===== src/rtl/spi_xfer_ctrl_pkg.sv =====
// Shared types and constants for the SPI transfer sequencer.
package spi_ctrl_pkg;

    typedef enum logic [2:0] {
        IDLE,
        LOAD,
        SETUP,
        SHIFT,
        HOLD,
        FINISH
    } spi_state_t;

    // Wide enough for CLK_DIV up to 255.
    localparam int DIV_CNT_W  = 8;
    localparam int WORD_W_DEF = 32;

endpackage


===== src/rtl/spi_xfer_ctrl_if.sv =====
// Host, shift-register and SPI-pin signals of the transfer sequencer.
interface spi_xfer_ctrl_if
    import spi_ctrl_pkg::*;
#(
    parameter int WORD_W = WORD_W_DEF
);
    logic              start;
    logic              abort;
    logic [WORD_W-1:0] tx_data;
    logic              busy;
    logic              done;
    logic              aborted;
    logic [WORD_W-1:0] rx_data;
    logic [WORD_W-1:0] sr_data;
    logic              sr_load;
    logic              sr_clk;
    logic              sr_out;
    logic              sclk;
    logic              cs_n;
    logic              mosi;
    logic              miso;

    modport master (
        output start, abort, tx_data, sr_out, miso,
        input  busy, done, aborted, rx_data, sr_data, sr_load, sr_clk, sclk, cs_n, mosi
    );

    modport slave (
        input  start, abort, tx_data, sr_out, miso,
        output busy, done, aborted, rx_data, sr_data, sr_load, sr_clk, sclk, cs_n, mosi
    );
endinterface


===== src/rtl/spi_xfer_ctrl_half_div.sv =====
// Half-period timer: o_tick marks the last clk cycle of each CLK_DIV-cycle half-period.
module spi_half_div
    import spi_ctrl_pkg::*;
#(
    parameter int CLK_DIV = 4
) (
    input  logic clk,
    input  logic reset_n,
    input  logic i_restart,
    output logic o_tick
);
    localparam logic [DIV_CNT_W-1:0] LAST = DIV_CNT_W'(CLK_DIV - 1);

    logic [DIV_CNT_W-1:0] r_cnt;

    always_ff @(posedge clk or negedge reset_n) begin
        if (!reset_n) begin
            r_cnt <= '0;
        end else if (i_restart || (r_cnt == LAST)) begin
            r_cnt <= '0;
        end else begin
            r_cnt <= r_cnt + DIV_CNT_W'(1);
        end
    end

    assign o_tick = (r_cnt == LAST);
endmodule


===== src/rtl/spi_xfer_ctrl.sv =====
// Mode-0 SPI transfer sequencer driving an external 32-bit transmit shift register.
// Define SPI_RX_CAPTURE_EN to build the miso synchroniser and receive path.
module spi_xfer_ctrl
    import spi_ctrl_pkg::*;
#(
    parameter int CLK_DIV = 4,
    parameter int WORD_W  = WORD_W_DEF
) (
    input  logic           clk,
    input  logic           reset_n,
    spi_xfer_ctrl_if.slave bus
);
    localparam int               BIT_W    = $clog2(WORD_W) + 1;
    localparam logic [BIT_W-1:0] BIT_LAST = BIT_W'(WORD_W);

    spi_state_t        r_state, w_state_nxt;
    logic              r_half, w_half_nxt;
    logic [BIT_W-1:0]  r_bitcnt;
    logic              r_abort;
    logic              w_tick, w_restart, w_abort_req;
    logic              w_sclk_nxt, w_sr_clk_nxt, w_cs_n_nxt;
    logic              r_busy, r_done, r_aborted, r_sr_load, r_sr_clk, r_sclk, r_cs_n;
    logic [WORD_W-1:0] r_sr_data;

    spi_half_div #(.CLK_DIV(CLK_DIV)) u_half_div (
        .clk       (clk),
        .reset_n   (reset_n),
        .i_restart (w_restart),
        .o_tick    (w_tick)
    );

    assign w_abort_req = bus.abort | r_abort;

    // r_half = 0 is the first (SCLK/sr_clk high) half of a LOAD or SHIFT period.
    always_comb begin
        w_state_nxt = r_state;
        w_half_nxt  = r_half;
        unique case (r_state)
            IDLE:   if (bus.start) w_state_nxt = LOAD;
            LOAD: begin
                if (w_tick) begin
                    if (w_abort_req)  w_state_nxt = HOLD;
                    else if (r_half)  w_state_nxt = SETUP;
                    else              w_half_nxt  = 1'b1;
                end
            end
            SETUP:  if (w_tick) w_state_nxt = w_abort_req ? HOLD : SHIFT;
            SHIFT: begin
                if (w_tick) begin
                    if (w_abort_req || (r_half && (r_bitcnt == BIT_LAST))) w_state_nxt = HOLD;
                    else                                                   w_half_nxt  = ~r_half;
                end
            end
            HOLD:   if (w_tick) w_state_nxt = FINISH;
            FINISH: w_state_nxt = IDLE;
            default: w_state_nxt = IDLE;
        endcase
        w_restart = (w_state_nxt != r_state);
        if (w_restart) w_half_nxt = 1'b0;
    end

    // Pin values are decoded from the next state so the outputs come straight from flops.
    assign w_sclk_nxt   = (w_state_nxt == SHIFT) && !w_half_nxt;
    assign w_sr_clk_nxt = ((w_state_nxt == LOAD) || (w_state_nxt == SHIFT)) && !w_half_nxt;
    assign w_cs_n_nxt   = !((w_state_nxt == SETUP) || (w_state_nxt == SHIFT) || (w_state_nxt == HOLD));

    always_ff @(posedge clk or negedge reset_n) begin
        if (!reset_n) begin
            r_state   <= IDLE;
            r_half    <= 1'b0;
            r_bitcnt  <= '0;
            r_abort   <= 1'b0;
            r_busy    <= 1'b0;
            r_done    <= 1'b0;
            r_aborted <= 1'b0;
            r_sr_load <= 1'b0;
            r_sr_clk  <= 1'b0;
            r_sclk    <= 1'b0;
            r_cs_n    <= 1'b1;
            r_sr_data <= '0;
        end else begin
            r_state <= w_state_nxt;
            r_half  <= w_half_nxt;
            if (w_restart)
                r_bitcnt <= '0;
            else if ((r_state == SHIFT) && w_tick && !r_half)
                r_bitcnt <= r_bitcnt + BIT_W'(1);
            if ((r_state == IDLE) || (r_state == FINISH))
                r_abort <= 1'b0;
            else if (bus.abort && (r_state inside {LOAD, SETUP, SHIFT}))
                r_abort <= 1'b1;
            r_busy    <= !((w_state_nxt == IDLE) || (w_state_nxt == FINISH));
            r_done    <= (w_state_nxt == FINISH) && !r_abort;
            r_aborted <= (w_state_nxt == FINISH) && r_abort;
            r_sr_load <= (w_state_nxt == LOAD);
            r_sr_clk  <= w_sr_clk_nxt;
            r_sclk    <= w_sclk_nxt;
            r_cs_n    <= w_cs_n_nxt;
            if ((r_state == IDLE) && bus.start)
                r_sr_data <= bus.tx_data;
        end
    end

`ifdef SPI_RX_CAPTURE_EN
    logic [1:0]        r_miso_sync;
    logic [WORD_W-1:0] r_rx_shift, r_rx_data;
    logic              w_rise;

    assign w_rise = w_sclk_nxt && !r_sclk;

    always_ff @(posedge clk or negedge reset_n) begin
        if (!reset_n) begin
            r_miso_sync <= '0;
            r_rx_shift  <= '0;
            r_rx_data   <= '0;
        end else begin
            r_miso_sync <= {r_miso_sync[0], bus.miso};
            if (w_rise)
                r_rx_shift <= {r_rx_shift[WORD_W-2:0], r_miso_sync[1]};
            if ((r_state == HOLD) && (w_state_nxt == FINISH) && !r_abort)
                r_rx_data <= r_rx_shift;
        end
    end

    assign bus.rx_data = r_rx_data;
`else
    assign bus.rx_data = '0;
`endif

    assign bus.busy    = r_busy;
    assign bus.done    = r_done;
    assign bus.aborted = r_aborted;
    assign bus.sr_data = r_sr_data;
    assign bus.sr_load = r_sr_load;
    assign bus.sr_clk  = r_sr_clk;
    assign bus.sclk    = r_sclk;
    assign bus.cs_n    = r_cs_n;
    assign bus.mosi    = r_cs_n ? 1'b0 : bus.sr_out;
endmodule


===== src/flat_wrapper.sv =====
// flat-port wrapper written by rule: the top's interface ports become plain ports
module spi_xfer_ctrl_flat import spi_ctrl_pkg::*;
#(
    parameter int CLK_DIV = 4,
    parameter int WORD_W  = WORD_W_DEF
)
  (clk, reset_n, bus_start, bus_abort, bus_tx_data, bus_sr_out, bus_miso, bus_busy, bus_done, bus_aborted, bus_rx_data, bus_sr_data, bus_sr_load, bus_sr_clk, bus_sclk, bus_cs_n, bus_mosi);
  spi_xfer_ctrl_if #(.WORD_W(WORD_W)) bus_i ();
  input  logic clk;
  input  logic reset_n;
  input wire logic [$bits(bus_i.start)-1:0] bus_start;
  input wire logic [$bits(bus_i.abort)-1:0] bus_abort;
  input wire logic [$bits(bus_i.tx_data)-1:0] bus_tx_data;
  input wire logic [$bits(bus_i.sr_out)-1:0] bus_sr_out;
  input wire logic [$bits(bus_i.miso)-1:0] bus_miso;
  output wire logic [$bits(bus_i.busy)-1:0] bus_busy;
  output wire logic [$bits(bus_i.done)-1:0] bus_done;
  output wire logic [$bits(bus_i.aborted)-1:0] bus_aborted;
  output wire logic [$bits(bus_i.rx_data)-1:0] bus_rx_data;
  output wire logic [$bits(bus_i.sr_data)-1:0] bus_sr_data;
  output wire logic [$bits(bus_i.sr_load)-1:0] bus_sr_load;
  output wire logic [$bits(bus_i.sr_clk)-1:0] bus_sr_clk;
  output wire logic [$bits(bus_i.sclk)-1:0] bus_sclk;
  output wire logic [$bits(bus_i.cs_n)-1:0] bus_cs_n;
  output wire logic [$bits(bus_i.mosi)-1:0] bus_mosi;
  assign bus_i.start = bus_start;
  assign bus_i.abort = bus_abort;
  assign bus_i.tx_data = bus_tx_data;
  assign bus_i.sr_out = bus_sr_out;
  assign bus_i.miso = bus_miso;
  assign bus_busy = bus_i.busy;
  assign bus_done = bus_i.done;
  assign bus_aborted = bus_i.aborted;
  assign bus_rx_data = bus_i.rx_data;
  assign bus_sr_data = bus_i.sr_data;
  assign bus_sr_load = bus_i.sr_load;
  assign bus_sr_clk = bus_i.sr_clk;
  assign bus_sclk = bus_i.sclk;
  assign bus_cs_n = bus_i.cs_n;
  assign bus_mosi = bus_i.mosi;
  spi_xfer_ctrl #(.CLK_DIV(CLK_DIV), .WORD_W(WORD_W)) u_core (.clk(clk), .reset_n(reset_n), .bus(bus_i));
endmodule

===== config.mk =====
export PLATFORM = sky130hd
export DESIGN_NAME = spi_xfer_ctrl_flat
export DESIGN_NICKNAME = d
export VERILOG_FILES = /design/src/rtl/spi_xfer_ctrl_pkg.sv /design/src/rtl/spi_xfer_ctrl_if.sv /design/src/rtl/spi_xfer_ctrl_half_div.sv /design/src/rtl/spi_xfer_ctrl.sv /design/src/flat_wrapper.sv
export SDC_FILE = /design/constraint.sdc
export NUM_CORES = 1
export LEC_CHECK = 0
export BUFFER_PORTS_ARGS = -buffer_cell sky130_fd_sc_hd__buf_4
export CORE_ASPECT_RATIO = 2
export CORE_UTILIZATION = 53
export DETAILED_ROUTE_END_ITERATION = 10
export HOLD_SLACK_MARGIN = 0.05
export PLACE_DENSITY = 0.84
export SETUP_SLACK_MARGIN = 0.1
export SYNTH_ARGS = -nofsm -noshare
export SYNTH_HDL_FRONTEND = slang
export SYNTH_SLANG_ARGS = --single-unit

===== constraint.sdc =====
create_clock -name clk -period 3.1 [get_ports clk]
set_clock_uncertainty 0.15 [all_clocks]
set_input_delay 0.62 -clock clk [delete_from_list [all_inputs] [get_ports clk]]
set_output_delay 0.62 -clock clk [all_outputs]
set_load 0.1 [all_outputs]

==> results.py <==
metrics = {
    "timing": {
        "fin_setup_tns_ps": 0,
        "hold_violations": 0,
        "rsz0062_at_grt": "no",
        "min_period_over_period": 0.783,
        "min_period_ps": 2430,
        "slew_headroom": 0.506,
        "max_clock_freq_ghz": 0.412,
        "finalMaxSlewViolations": 0,
        "worst_pin_slew_ps": 734,
        "finalSetupViolCount": 0,
    },
    "worst_setup_path": {
        "startpoint_type": "register",
        "cp.required_ps": 3220,
        "worstPathCellList": "ha_1 > nor4b_4 > nand2_2 > o311a_1 > a32oi_1 > and2_1",
        "max_stage_delay_ps": 450,
        "rrSetupSlack_ps": 670,
        "crit_type": "reg2reg",
        "cp_slowest_cell": "nor4b_4",
        "crit_arrival_ps": 2550,
        "rr_endpoint": "u_core.bus.sr_clk",
        "r2r_cells": 6,
        "cp-end-kind": "register",
        "r2r-start": "u_core.u_half_div.r_cnt[0]",
        "cp_max_fo": 8,
    },
    "cts": {
        "cts_tree": "yes",
        "hold_buffers": 0,
        "cts_htree_levels": 3,
        "numCtsBuffers": 9,
        "clock_sinks": 58,
        "clockRootBuffer": "clkbuf_8",
        "cts_max_path_buffers": 2,
        "postCtsSetupRepairBufs": 0,
        "clock_latency_ps": 340,
        "ctsResizeCount": 0,
        "path_clk_slew_ps": 70,
    },
    "global_route": {
        "grt_pass1_wl_um": 9930,
        "grt_pass1_vias": 2235,
        "antenna_found_initial": 0,
        "grt_max_degree": 59,
        "grt.overflow.total": 0,
        "grtUsageTotal": 0.240,
    },
    "synth": {
        "seq_area_frac_synth": 0.506,
        "ys_warn_count": 0,
        "synth-seq-cells": 58,
        "syn_area_sq_mm": 0.00287,
        "synth_compound_area_frac": 0.0637,
        "synth_top_family_by_area": "simple AND/OR/NAND/NOR gates",
        "synth.distinct_cells": 49,
        "synthCells": 312,
        "yosys.area_share.simple": 0.265,
        "synthAdderAreaFrac": 0.0131,
        "synthMuxAreaShare": 0.0105,
        "avgSynthCellArea_sq_um": 9.20,
        "synth_xor_area_frac": 0.0336,
        "synth-edff-count": 0,
        "synth-async-reset-ratio": 1.00,
        "yosys_most_used_dff": "dfrtp_1",
    },
    "die": {
        "die_area_sq_mm": 0.00573,
        "die_w_um": 54.0,
        "pin_count": 110,
        "coreArea_sq_mm": 0.00518,
        "chipHeight_um": 106,
        "initial_core_util": 0.553,
        "num_rows": 37,
    },
    "drt": {
        "firstDrtPassIters": 4,
        "antenna_left": 0,
        "avgRoutedWirePerCell_um": 13.5,
        "viasPerCell": 5.20,
        "postRouteWirelength_um": 6100,
        "vias": 2347,
        "dr.first_iter.drc_count": 76,
        "drc": 0,
    },
    "finish": {
        "fillerInstances": 400,
        "layout-drive-gt1-share": 0.267,
        "layout_common_cells": "nand2_1 (106), buf_4 (78), dfrtp_1 (57)",
        "area_growth_syn_to_layout_pct": 25.9,
        "insertedDiodeCount": 0,
        "nNetsFinal": 429,
        "final_common_cell": "nand2_1",
    },
    "placement": {
        "portBuffers": 76,
        "gp_congestion": 0.863,
        "hpwl_um": 4330,
    },
    "outcome": {
        "status": "completed",
    },
    "hold_path": {
        "hold_class": "in2async",
    },
    "flow_run": {
        "maxCapViolations": 0,
    },
}
==> stage by stage <==
stage                      util  setup WS (ps)  std cells  hold slack (ps)  instance area (sq um)
final                     0.697            673        451              168                   3610
after global routing      0.697            562        451              239                   3610
after CTS                 0.697            706        451              203                   3610
after detailed placement  0.648            751        435              303                   3360
after global placement    0.648            788        435              287                   3360
after floorplan               -            376        343              174                   2990
==> state kept, by name, indices dropped and copies added (netlist names) <==
name,cells
u_core.bus.sr_clk,1
u_core.bus.done,1
u_core.r_state,3
u_core.bus.sclk,1
u_core.bus.sr_data,32
u_core.bus.sr_load,1
u_core.r_abort,1
u_core.bus.busy,1
u_core.u_half_div.r_cnt,8
u_core.bus.cs_n,1
u_core.bus.aborted,1
u_core.r_half,1
u_core.r_bitcnt,6
==> worst max-delay path by stage <==
| stage | start | to | slack [ps] | cells past startpoint |
|---|---|---|---|---|
| final | u_core.u_half_div.r_cnt[0] | u_core.bus.sr_clk | 670 | 6 |
| after global routing | u_core.u_half_div.r_cnt[0] | u_core.bus.busy | 560 | 6 |
| after CTS | u_core.u_half_div.r_cnt[0] | u_core.bus.sr_clk | 710 | 6 |
| after detailed placement | bus_abort | u_core.bus.sr_clk | 750 | 6 |
| after global placement | bus_abort | u_core.bus.busy | 790 | 6 |
| after floorplan | bus_sr_out | bus_mosi | 380 | 1 |
==> critical path: cells and delay by family (launching register included) <==
family | cells | cell delay [ps]
AND/OR/NAND/NOR | 3 | 870
AO/OA/AOI/OAI | 2 | 730
flip-flops | 1 | 370
adder cells (fa/ha/maj) | 1 | 220
==> per-layer routing <==
metal	wire, um	part of all wire	track usage
met1	2150	0.35	0.263
met2	3400	0.56	0.398
met3	302	0.050	0.0658
met4	236	0.039	0.134
met5	0	0	0
==> synthesized netlist by cell type (2+ instances only) <==
library cell,n,share of area
inv_1,5,0.0065
clkbuf_1,9,0.012
nor4b_2,2,0.010
ha_1,3,0.013
and2_1,2,0.0044
buf_2,2,0.0035
dfrtp_1,57,0.50
o211a_1,2,0.0070
nand4_1,3,0.0065
nor4b_1,2,0.0061
and3_1,6,0.013
nand3_1,6,0.010
a21oi_1,4,0.0070
xor2_1,6,0.018
mux2i_1,3,0.010
nand2_1,106,0.14
nor2b_1,5,0.011
xnor2_1,5,0.015
buf_4,32,0.084
o311a_1,2,0.0070
o31ai_1,2,0.0052
nor3_1,2,0.0035
nor2_1,20,0.026
==> logic make-up after synthesis <==
logic type      count (synthesis)
xor+xnor                       11
mux                             3
buf+inv                        49
other cells                     1
simple gates                  165
fa+ha+maj                       3
flops                          58
compound gates                 22
==> cell type report <==
| cell class | count | area [sq um] | area share |
|---|---|---|---|
| Timing Repair Buffer | 78 | 586 | 0.162 |
| Sequential cell | 58 | 1450 | 0.402 |
| Inverter | 5 | 18.8 | 0.00519 |
| Clock inverter | 6 | 114 | 0.0315 |
| Clock buffer | 10 | 138 | 0.0381 |
| Multi-Input combinational cell | 236 | 1230 | 0.341 |
| Tap cell | 58 | 72.6 | 0.0201 |
Power is left out: the tool's default activity adds up to more than one toggle a clock period on the data nets, which glitch-free logic cannot reach.
